--- src/rtl/multicycle_control_unit.sv ---
// Multicycle MIPS-style control FSM: sequences fetch/decode/execute/memory/writeback
// and decodes opcode/funct (held in the external IR) into datapath control strobes.
module multicycle_control_unit #(
    parameter int MEM_HANDSHAKE = 1,
    parameter int ALUCTRL_W     = 3
) (
    input  logic                 clk,
    input  logic                 rst_n,
    input  logic [5:0]           op,
    input  logic [5:0]           funct,
    input  logic                 zero,
    input  logic                 mem_ready,
    output logic                 mem_req,
    output logic                 iord,
    output logic                 mem_write,
    output logic                 ir_write,
    output logic                 reg_dst,
    output logic                 mem_to_reg,
    output logic                 reg_write,
    output logic                 alu_src_a,
    output logic [1:0]           alu_src_b,
    output logic [ALUCTRL_W-1:0] alu_control,
    output logic [1:0]           pc_src,
    output logic                 pc_en,
    output logic                 illegal_op,
    output logic [3:0]           state
);

    typedef enum logic [3:0] {
        S_FETCH    = 4'd0,
        S_DECODE   = 4'd1,
        S_MEMADR   = 4'd2,
        S_MEMREAD  = 4'd3,
        S_MEMWB    = 4'd4,
        S_MEMWRITE = 4'd5,
        S_EXECUTE  = 4'd6,
        S_ALUWB    = 4'd7,
        S_BRANCH   = 4'd8,
        S_ADDIEX   = 4'd9,
        S_ADDIWB   = 4'd10,
        S_JUMP     = 4'd11
    } state_t;

    localparam logic [5:0] OP_RTYPE = 6'b000000;
    localparam logic [5:0] OP_LW    = 6'b100011;
    localparam logic [5:0] OP_SW    = 6'b101011;
    localparam logic [5:0] OP_BEQ   = 6'b000100;
    localparam logic [5:0] OP_BNE   = 6'b000101;
    localparam logic [5:0] OP_ADDI  = 6'b001000;
    localparam logic [5:0] OP_J     = 6'b000010;

    localparam logic [2:0] ALU_AND = 3'b000;
    localparam logic [2:0] ALU_OR  = 3'b001;
    localparam logic [2:0] ALU_ADD = 3'b010;
    localparam logic [2:0] ALU_SUB = 3'b110;
    localparam logic [2:0] ALU_SLT = 3'b111;

    state_t     state_q;
    state_t     state_d;
    logic       ready_s;
    logic [2:0] alu_ctrl_s;
    logic       mem_write_s;
    logic       ir_write_s;
    logic       reg_write_s;
    logic       pc_en_s;
    logic       illegal_op_s;

    assign ready_s = (MEM_HANDSHAKE != 0) ? mem_ready : 1'b1;

    // Next-state selection; unused codes fall back to FETCH.
    always_comb begin
        state_d = S_FETCH;
        case (state_q)
            S_FETCH:    state_d = ready_s ? S_DECODE : S_FETCH;
            S_DECODE: begin
                case (op)
                    OP_LW, OP_SW:   state_d = S_MEMADR;
                    OP_RTYPE:       state_d = S_EXECUTE;
                    OP_BEQ, OP_BNE: state_d = S_BRANCH;
                    OP_ADDI:        state_d = S_ADDIEX;
                    OP_J:           state_d = S_JUMP;
                    default:        state_d = S_FETCH;
                endcase
            end
            S_MEMADR: begin
                case (op)
                    OP_LW:   state_d = S_MEMREAD;
                    OP_SW:   state_d = S_MEMWRITE;
                    default: state_d = S_FETCH;
                endcase
            end
            S_MEMREAD:  state_d = ready_s ? S_MEMWB : S_MEMREAD;
            S_MEMWRITE: state_d = ready_s ? S_FETCH : S_MEMWRITE;
            S_EXECUTE:  state_d = S_ALUWB;
            S_ADDIEX:   state_d = S_ADDIWB;
            default:    state_d = S_FETCH;
        endcase
    end

    // State register with synchronous active-low reset.
    always_ff @(posedge clk) begin
        if (!rst_n) begin
            state_q <= S_FETCH;
        end else begin
            state_q <= state_d;
        end
    end

    // Per-state control decode; strobes are gated by ready/zero within the state.
    always_comb begin
        mem_req      = 1'b0;
        iord         = 1'b0;
        mem_write_s  = 1'b0;
        ir_write_s   = 1'b0;
        reg_dst      = 1'b0;
        mem_to_reg   = 1'b0;
        reg_write_s  = 1'b0;
        alu_src_a    = 1'b0;
        alu_src_b    = 2'b00;
        alu_ctrl_s   = ALU_ADD;
        pc_src       = 2'b00;
        pc_en_s      = 1'b0;
        illegal_op_s = 1'b0;
        case (state_q)
            S_FETCH: begin
                mem_req    = 1'b1;
                alu_src_b  = 2'b01;
                ir_write_s = ready_s;
                pc_en_s    = ready_s;
            end
            S_DECODE: begin
                alu_src_b = 2'b11;
                case (op)
                    OP_RTYPE, OP_LW, OP_SW, OP_BEQ, OP_BNE, OP_ADDI, OP_J: illegal_op_s = 1'b0;
                    default: illegal_op_s = 1'b1;
                endcase
            end
            S_MEMADR, S_ADDIEX: begin
                alu_src_a = 1'b1;
                alu_src_b = 2'b10;
            end
            S_MEMREAD: begin
                mem_req = 1'b1;
                iord    = 1'b1;
            end
            S_MEMWB: begin
                reg_write_s = 1'b1;
                mem_to_reg  = 1'b1;
            end
            S_MEMWRITE: begin
                mem_req     = 1'b1;
                iord        = 1'b1;
                mem_write_s = ready_s;
            end
            S_EXECUTE: begin
                alu_src_a = 1'b1;
                case (funct)
                    6'b100000: alu_ctrl_s = ALU_ADD;
                    6'b100010: alu_ctrl_s = ALU_SUB;
                    6'b100100: alu_ctrl_s = ALU_AND;
                    6'b100101: alu_ctrl_s = ALU_OR;
                    6'b101010: alu_ctrl_s = ALU_SLT;
                    default: begin
                        alu_ctrl_s   = ALU_ADD;
                        illegal_op_s = 1'b1;
                    end
                endcase
            end
            S_ALUWB: begin
                reg_write_s = 1'b1;
                reg_dst     = 1'b1;
            end
            S_BRANCH: begin
                alu_src_a  = 1'b1;
                alu_ctrl_s = ALU_SUB;
                pc_src     = 2'b01;
                pc_en_s    = (op == OP_BNE) ? ~zero : zero;
            end
            S_ADDIWB: begin
                reg_write_s = 1'b1;
            end
            S_JUMP: begin
                pc_src  = 2'b10;
                pc_en_s = 1'b1;
            end
            default: begin
                mem_req = 1'b0;
            end
        endcase
    end

    // Architectural side effects are suppressed while reset is asserted.
    assign mem_write   = mem_write_s  & rst_n;
    assign ir_write    = ir_write_s   & rst_n;
    assign reg_write   = reg_write_s  & rst_n;
    assign pc_en       = pc_en_s      & rst_n;
    assign illegal_op  = illegal_op_s & rst_n;
    assign alu_control = ALUCTRL_W'(alu_ctrl_s);
    assign state       = state_q;

endmodule

--- config.mk ---
export PLATFORM = sky130hd
export DESIGN_NAME = multicycle_control_unit
export DESIGN_NICKNAME = d
export VERILOG_FILES = /design/src/rtl/multicycle_control_unit.sv
export SDC_FILE = /design/constraint.sdc
export NUM_CORES = 1
export LEC_CHECK = 0
export BUFFER_PORTS_ARGS = -buffer_cell sky130_fd_sc_hd__buf_4
export CAP_MARGIN = 10
export CORE_UTILIZATION = 31
export DETAILED_ROUTE_END_ITERATION = 12
export PLACE_DENSITY = 0.71
export SETUP_SLACK_MARGIN = 0.1
export SYNTH_ARGS = -nofsm -noshare
export SYNTH_HDL_FRONTEND = slang
export SYNTH_SLANG_ARGS = --single-unit
export TNS_END_PERCENT = 100
--- constraint.sdc ---
create_clock -name clk -period 5.1 [get_ports clk]
set_clock_uncertainty 0.2 [all_clocks]
set_input_delay 0.255 -clock clk [delete_from_list [all_inputs] [get_ports clk]]
set_output_delay 0.255 -clock clk [all_outputs]
set_load 0.01 [all_outputs]
# Word level (Yosys, flattened, before mapping)
# Cells that the tools add are included.
dict set report totals {
  register_bits 4
  inputBits 16
  out_inout_bits 21
  word_cells 63
}
dict set report op_classes {
  eq_ne 22
  muxes 23
  bitwise 6
  reduce_logical 11
}
# cell n
set ops {}
lappend ops {{== test 6 bit, second input constant} 7}
lappend ops {{case mux 4 bit (7 select lines)} 1}
lappend ops {{case mux 4 bit (5 select lines)} 1}
lappend ops {{== test 4 x 3 -> 1 bit, second input constant} 4}
lappend ops {{== test 4 bit, second input constant} 4}
lappend ops {{== test 6 x 3 -> 1 bit, second input constant} 2}
lappend ops {{2-to-1 mux 1 bit} 12}
lappend ops {{case mux 3 bit (2 select lines)} 2}
lappend ops {{case mux 3 bit (4 select lines)} 1}
lappend ops {{== test 4 x 2 -> 1 bit, second input constant} 2}
lappend ops {{OR reduction 2 bit} 4}
lappend ops {{OR reduction 7 bit} 1}
lappend ops {{== test 6 x 2 -> 1 bit, second input constant} 1}
lappend ops {{== test 6 x 4 -> 1 bit, second input constant} 1}
lappend ops {{logical NOT 6 bit} 1}
lappend ops {{2-to-1 mux 3 bit} 2}
lappend ops {{case mux 2 bit (3 select lines)} 1}
lappend ops {{OR reduction 3 bit} 2}
lappend ops {{bitwise AND 1 bit} 5}
lappend ops {{OR reduction 5 bit} 1}
lappend ops {{== test 4 x 1 -> 1 bit, second input constant} 1}
lappend ops {{logical NOT 4 bit} 1}
lappend ops {{case mux 2 bit (2 select lines)} 1}
lappend ops {{OR reduction 4 bit} 1}
lappend ops {{other kinds (3)} 3}

# Longest topological paths before layout
# Gate-level depths: netlist (run 1).
dict set report logic_depth {
  word_depth 5
  mapped_depth 6
  depth_no_buf 4
}

# Worst setup path after synthesis (run 1)
# No wires, ideal clock.
dict set report synth_timing {
  path_kind {input-to-output}
  from {input port op[0]}
  to {output port illegal_op}
  arrival_time_ns 1.277
  slack_ns 3.368
  path_stages 4
  path_cell_list {or4_4 o32ai_1 a211oi_1 o21a_1}
}
dict set report synth_via {
  elab_chain_cells 5
  word_cells_on_any_way 11
  cone_classes {eq/ne (6); mux (2); bitwise (1); reduce/logical (2)}
}
# item line
set synth_lines {}
lappend synth_lines {{from (decl)} 9} ;# input logic [5:0] op,
lappend synth_lines {{== test 6 x 3 -> 1 bit (tied with other cells)} 133} ;# case (op)
lappend synth_lines {{OR reduction 7 bit (*)} 133}
lappend synth_lines {{2-to-1 mux 1 bit (*)} 133}
lappend synth_lines {{case mux 1 bit (2 select lines) (*)} 124} ;# case (state_q)
lappend synth_lines {{bitwise AND 1 bit (*)} 197} ;# assign illegal_op = illegal_op_s & rst_n;
lappend synth_lines {{to (decl)} 25} ;# output logic illegal_op,
# Every way passes the cells marked *; elsewhere a longest branch is shown, timed or not.

# Worst setup path in the final report (run 1)
dict set report layout_timing {
  from {register state_q[0] (netlist: state[0])}
  to {output port illegal_op}
}
dict set report layout_via {
  elab_chain_cells 3
  word_cells_on_any_way 4
  cone_classes {eq/ne (2); mux (1); bitwise (1)}
}
# item line
set layout_lines {}
lappend layout_lines {{from (decl)} 58} ;# state_t state_q;
lappend layout_lines {{from (signal assigned)} 105} ;# state_q <= state_d;
lappend layout_lines {{== test 4 x 3 -> 1 bit or == test 4 x 1 -> 1 bit (tied branches)} 124}
lappend layout_lines {{case mux 1 bit (2 select lines) (*)} 124}
lappend layout_lines {{bitwise AND 1 bit (*)} 197}
# Marks and branches as above.

==> key figures, run 1 <==
Clocking
  – Skew-Pair Late Insertion Delay: 230 ps
  – # Post-CTS Setup Buffers: 0
  – Number of buffers added by the clock tree synthesis step: 3
  – Clock Pin Slew Worst Setup and Hold Paths: 40 ps
  – Post-cts hold buffer count: 0
  – CTS sink count: 4
  – Max Root-Sink Buffers: 2
  – PostCTS Resize Cnt: 0
  – CTS tree: built
  – Root cell of the clock tree: sky130_fd_sc_hd__clkbuf_4
  – Maximum level of the CTS H-tree: 1

Power and ir drop
  – Pwr/cell area: 119 nW/um^2
  – Leakage power: 0.418 nW
  – Maximum VDD drop: 0.0000626 V

Synth
  – Share of synthesized registers carrying an async set or reset: 0%
  – Cell taking the most area after synthesis: sky130_fd_sc_hd__dfxtp_1
  – Top cell type's share of synthesized area: 11.9%
  – Synthesized area per cell: 6.62 um^2
  – Count of distinct cell types in the synthesized netlist: 39
  – Instance count of the mapped netlist: 102
  – Share of the yosys chip area belonging to registers: 11.9%
  – Biggest area contributors in the synthesized netlist: sky130_fd_sc_hd__dfxtp_1, sky130_fd_sc_hd__a21oi_1, sky130_fd_sc_hd__nor2_1
  – Total of flip-flops plus latches after synthesis: 4
  – Cell types with the highest counts after synthesis: sky130_fd_sc_hd__nor2_1, sky130_fd_sc_hd__a21oi_1, sky130_fd_sc_hd__nand2_1
  – Total nets after synthesis: 118
  – Library cell with the highest instance count after synthesis: sky130_fd_sc_hd__nor2_1
  – Top_reg_cell synth: sky130_fd_sc_hd__dfxtp_1
  – Post-synth EDFFs: 0
  – Total standard cell area after synthesis: 676 um^2
  – Yosys warning count: 0

Floorplan
  – Total I/O pin count: 37
  – Floorplan die area: 2370 um^2
  – Std-Cell Rows: 16
  – Width of the die: 48.7 um
  – Die Span Y: 48.7 um
  – Starting density of the core: 33.8%
  – Core footprint: 2000 um^2

Setup path
  – Worst r2r dst: state[0]$_SDFF_PN0_
  – Nature of the critical path endpoint: output port
  – Worst-path fanout max: 20
  – Crit Path Category: flop to output port
  – Req. time, crit path: 4640 ps
  – Origin of the critical flop-to-flop path: state[1]$_SDFF_PN0_
  – FF-to-FF path depth: 4
  – Critical path data arrival time: 1890 ps
  – Critical Path Source Type: flop
  – Register-to-register path setup slack: 3110 ps

Timing
  – Top achievable clock speed: 427 MHz
  – Setup repair after global routing missed its margin: no
  – Fin crit share: 45.9%
  – Least-Margin Pin Slew: 694 ps
  – Relative max-transition margin: 53.7%
  – Setup TNS: 0 ps
  – Final Max Tran Viols: 0
  – Hold Violations, Final: 0
  – Final number of setup-violating endpoints: 0
  – Final critical-path required period: 2340 ps

Global routing
  – Wire length of the first global-routing pass: 3230 um
  – Largest net degree at the start of global routing: 21
  – Initial antenna violation count: 0
  – Via count of the first global-routing pass: 736
  – Total overflow reported by the global router: 0
  – GRT Resource Usage Total: 16.3%

Final layout
  – Fraction of final layout cells with drive strength greater than 1: 33.6%
  – Post-route core utilization: 48.1%
  – Post-synthesis to final-layout area growth: 42.4%
  – Total inserted antenna cells: 0
  – Flip-flop count of the largest register, all copies and words added: 4
  – Multi-input logic area: 537 um^2
  – Final cell count without fillers: 161
  – Fillcell total: 212
  – Seq. cell area: 80.1 um^2
  – Layout net count: 152

Min path
  – Worst hold path type: input pin to flop
  – Destination of the worst hold path: state[3]$_SDFF_PN0_
  – HP Start: rst_n
  – Number of cells traversed by the worst hold path: 3

Place
  – Number of port buffers: 36
  – Placed cell count: 158
  – Total half-perimeter wirelength after legalization and detailed placement: 1450 um
  – Gpl congestion: 0.806

Drt
  – Count of antenna-violating nets left after detailed routing: 0
  – DR DRC count: 0
  – Drt first-iter violations: 20
  – Drt first pass iters: 4
  – Via/cell ratio: 5.36
  – Via count: 863
  – Mean routed wirelength per cell: 12.1 um
  – Routed wire length: 1950 um

Run
  – Max-cap violation count: 0

Run status
  – Status: completed
==> how the worst max path moves through the flow <==
stage | from | end | slack (ps) | depth (start not counted)
finish | state[0]$_SDFF_PN0_ | illegal_op | 2760 | 5
detailed placement | state[0]$_SDFF_PN0_ | illegal_op | 3030 | 5
floorplan | op[0] | illegal_op | 3370 | 4
global placement | op[0] | illegal_op | 3040 | 6
global route | state[0]$_SDFF_PN0_ | illegal_op | 2570 | 5
CTS | state[0]$_SDFF_PN0_ | illegal_op | 2770 | 5
==> cells by family (layout without fill, tap and decap cells) <==
family          Yosys count  in the layout  share of synthesized area [%]
flops                     4              4                           11.9
simple gates             53             53                           44.6
mux                       2              2                           2.96
xor+xnor                  2              2                           2.59
compound gates           29             29                           29.3
buf+inv                  12             44                           8.70
==> where the power goes <==
part	switching [W]	internal, W
sequential	0.00000311	0.0000321
clock	0.0000128	0.0000263
combinational	0.0000189	0.0000214
==> metal layers <==
layer / GRT usage (%) / vias up / share of wire (%)
met2: 25.2 / 35 / 43
met1: 23.1 / 392 / 50
met3: 1.57 / 0 / 7.0
met5: 0 / - / 0
met4: 5.88 / 0 / 0
li1: - / 436 / -
==> critical path: stages, from the launching register on <==
cell	delay (ps)
sky130_fd_sc_hd__dfxtp_1	710
sky130_fd_sc_hd__or2b_1	350
sky130_fd_sc_hd__nand2b_1	170
sky130_fd_sc_hd__a211oi_1	180
sky130_fd_sc_hd__o21a_1	140
sky130_fd_sc_hd__buf_4	110
==> cell type report <==
| cell class | instances | area share, % |
|---|---|---|
| timing repair buffer | 36 | 28.1 |
| multi-input combinational | 86 | 55.8 |
| sequential | 4 | 8.32 |
| tap | 27 | 3.51 |
| inverter | 5 | 1.95 |
| clock buffer | 3 | 2.34 |
==> placed cells by master, fill, tap and decap left out, drive strengths merged, types with 3 or more instances in the layout <==
| master | instances |
|---|---|
| nand2b | 5 |
| nand3 | 4 |
| a31oi | 4 |
| o41ai | 3 |
| o21ai | 4 |
| nor4b | 3 |
| nor2b | 5 |
| a21oi | 9 |
| inv | 5 |
| dfxtp | 4 |
| clkbuf | 3 |
| nand2 | 7 |
| nor3b | 3 |
| nor2 | 12 |
| nor3 | 4 |
| buf | 36 |
| or2 | 3 |
==> stage by stage <==
step / hold slack [ps] / cell area (um^2) / power [W] / setup slack (ps)
detailed placement: 337 / 940 / 0.0000755 / 3030
CTS: 92.7 / 962 / 0.000116 / 2770
finish: 105 / 962 / 0.000115 / 2760
global route: 124 / 962 / 0.000123 / 2570
floorplan: 174 / 676 / 0.0000562 / 3370
global placement: 341 / 940 / 0.0000752 / 3040
(Power assumes the default switching activity.)
==> inputs of run 2 (changes only) <==
==> constraint.sdc (replaced) <==
create_clock -name clk -period 2.3 [get_ports clk]
set_clock_uncertainty 0.2 [all_clocks]
set_input_delay 0.115 -clock clk [delete_from_list [all_inputs] [get_ports clk]]
set_output_delay 0.115 -clock clk [all_outputs]
set_load 0.01 [all_outputs]
==> run 2 against run 1 <==
Compared with the run above: clock-buffer cell count is the same; hold slack lost 42 ps; sequential cell count stayed put; final cell count increased by 2.5%; highest routed layer unchanged; wire length grew 2.8%.
==> key figures, run 2 (synthesis gave the netlist of run 1 again) <==
Place
  – Gpl congestion: 0.815 (+1.1%)
  – Number of port buffers: 36 (unchanged)
  – Placed cell count: 161 (+1.9%)
  – Total half-perimeter wirelength after legalization and detailed placement: 1530 um (+5.5%)

Final layout
  – Most frequent cells in the layout: sky130_fd_sc_hd__buf_4, sky130_fd_sc_hd__nor2_1, sky130_fd_sc_hd__a21oi_1
  – Multi-input logic area: 537 um^2 (unchanged)
  – Post-synthesis to final-layout area growth: 47.4%
  – Seq. cell area: 81.3 um^2 (+1.6%)
  – Final cell count without fillers: 165 (+2.5%)
  – Flip-flop count of the largest register, all copies and words added: 4 (unchanged)
  – Total inserted antenna cells: 0 (unchanged)
  – Most common cell after layout, fill and taps aside: sky130_fd_sc_hd__buf_4
  – Fillcell total: 210 (-0.94%)
  – Layout net count: 156 (+2.6%)
  – Fraction of final layout cells with drive strength greater than 1: 35.5% (+1.9 points)

Drt
  – Drt first pass iters: 5 (+1)
  – Drt first-iter violations: 11 (-45%)
  – Via count: 866 (+0.35%)
  – Routed wire length: 2010 um (+2.8%)
  – Count of antenna-violating nets left after detailed routing: 0 (unchanged)
  – Via/cell ratio: 5.25 (-2.1%)
  – DR DRC count: 0 (unchanged)
  – Mean routed wirelength per cell: 12.2 um (+0.33%)

Timing
  – Fin crit share: 87.8%
  – Top achievable clock speed: 495 MHz
  – Setup TNS: 0 ps (unchanged)
  – Final critical-path required period: 2020 ps
  – Hold Violations, Final: 0 (unchanged)
  – Relative max-transition margin: 71.5% (+18 points)
  – Min Hold Slack: 63.2 ps (-41.8 ps)
  – Final number of setup-violating endpoints: 0 (unchanged)
  – Final Max Tran Viols: 0 (unchanged)
  – Setup repair after global routing missed its margin: no
  – Least-Margin Pin Slew: 427 ps (-267 ps)

Global routing
  – Wire length of the first global-routing pass: 3340 um (+3.4%)
  – GRT Resource Usage Total: 17.0% (+0.76 points)
  – Largest net degree at the start of global routing: 15 (-29%)
  – Total overflow reported by the global router: 0 (unchanged)
  – Via count of the first global-routing pass: 749 (+1.8%)
  – Initial antenna violation count: 0 (unchanged)

Power and ir drop
  – Switching power summed over all nets: 0.0000761 W (+120%)
  – Pwr/cell area: 257 nW/um^2 (+120%)
  – Combinational power share: 37.4% (+2.3 points)
  – Maximum VDD drop: 0.000137 V (+120%)
  – Total design power: 0.000256 W (+120%)
  – Switching share of power: 29.8% (-0.60 points)
  – Leakage power: 0.439 nW (+5.0%)
  – Internal portion of total power: 0.000179 W (+120%)
  – Relative contribution of sequential cells to total power: 29.3% (-1.4 points)
  – Clock share of power: 33.3% (-0.8 points)

Clocking
  – CTS sink count: 4 (unchanged)
  – Root cell of the clock tree: sky130_fd_sc_hd__clkbuf_4
  – Max Root-Sink Buffers: 2 (unchanged)
  – CTS tree: built
  – Maximum level of the CTS H-tree: 1 (unchanged)
  – Clock Pin Slew Worst Setup and Hold Paths: 40 ps (about the same)
  – # Post-CTS Setup Buffers: 0 (unchanged)
  – Skew-Pair Late Insertion Delay: 230 ps (about the same)
  – Number of buffers added by the clock tree synthesis step: 3 (unchanged)

Min path
  – Number of cells traversed by the worst hold path: 4 (+1)
  – Worst hold path type: input pin to flop
  – Destination of the worst hold path: state[2]$_SDFF_PN0_
  – HP Start: op[1]

Setup path
  – Origin of the critical flop-to-flop path: state[1]$_SDFF_PN0_
  – Top cell by count, worst path: sky130_fd_sc_hd__buf_4
  – Critical path data arrival time: 1710 ps (-180 ps)
  – Critical Path Source Type: flop
  – Nature of the critical path endpoint: output port
  – Worst r2r dst: state[0]$_SDFF_PN0_
  – FF-to-FF path depth: 4 (unchanged)
  – Register-to-register path setup slack: 470 ps (-2640 ps)
  – Crit Path Category: flop to output port
  – Critical path's slowest cell: sky130_fd_sc_hd__dfxtp_1
  – Worst-path fanout max: 11 (-45%)
  – Critical Path, Cell by Cell: buf_4 > or3_1 > a21oi_1 > o21a_1 > buf_4
  – Req. time, crit path: 1990 ps (-2650 ps)
  – Longest individual stage delay on the worst path: 430 ps (-280 ps)

Floorplan
  – Width of the die: 48.7 um (unchanged)
  – Die Span Y: 48.7 um (unchanged)
  – Starting density of the core: 33.8% (unchanged)
  – Core footprint: 2000 um^2 (unchanged)
  – Std-Cell Rows: 16 (unchanged)
  – Floorplan die area: 2370 um^2 (unchanged)
  – Total I/O pin count: 37 (unchanged)

Run
  – Max-cap violation count: 0 (unchanged)

Run status
  – Status: completed
-- run 2: timing repair --
item,CTS,global route
setup endpoints to repair,0,3
gates resized for setup,0,1
hold endpoints to repair,1,0
hold buffers,1,0
-- run 2: power groups by stage --
stage	clock [W]	sequential, W	combinational [W]
finish	0.0000851	0.0000750	0.0000955
global route	0.0000926	0.0000756	0.000104
CTS	0.0000878	0.0000750	0.0000953
detailed placement	0	0.0000759	0.0000934
global placement	0	0.0000759	0.0000924
floorplan	0	0.0000738	0.0000508
-- run 2: critical path: cells and delay by family (launching register included) --
kind            cells  cell delay (ps)
flops               1              430
simple gates        1              430
buf+inv             2              350
compound gates      2              260
-- run 2: metal layers --
metal | GRT usage [%] | wire, um | vias to the layer above
li1 | - | - | 443
met1 | 23.2 | 941 | 378
met2 | 27.8 | 889 | 45
met3 | 2.52 | 175 | 0
met4 | 4.41 | 0 | 0
met5 | 0 | 0 | -
-- run 2: stage by stage --
stage / utilization, % / worst slack [ps] / cell area (um^2)
floorplan: - / 646 / 676
global placement: 48.1 / 507 / 962
detailed placement: 48.1 / 415 / 962
CTS: 49.7 / 175 / 995
global route: 49.8 / 153 / 996
finish: 49.8 / 280 / 996
-- run 2: worst max-delay path by stage --
stage | from | endpoint | slack, ps | depth (start not counted)
floorplan | state[0]$_SDFF_PN0_ | state[0]$_SDFF_PN0_ | 650 | 5
global placement | state[2]$_SDFF_PN0_ | illegal_op | 510 | 5
detailed placement | state[2]$_SDFF_PN0_ | illegal_op | 420 | 5
CTS | state[2]$_SDFF_PN0_ | illegal_op | 170 | 5
global route | state[0]$_SDFF_PN0_ | illegal_op | 150 | 5
finish | state[1]$_SDFF_PN0_ | pc_en | 280 | 5
-- run 2: layout make-up --
cell class,instances,area share [%]
sequential,4,8.17
timing repair buffer,40,30.4
inverter,5,1.88
tap,27,3.39
clock buffer,3,2.26
multi-input combinational,86,53.9
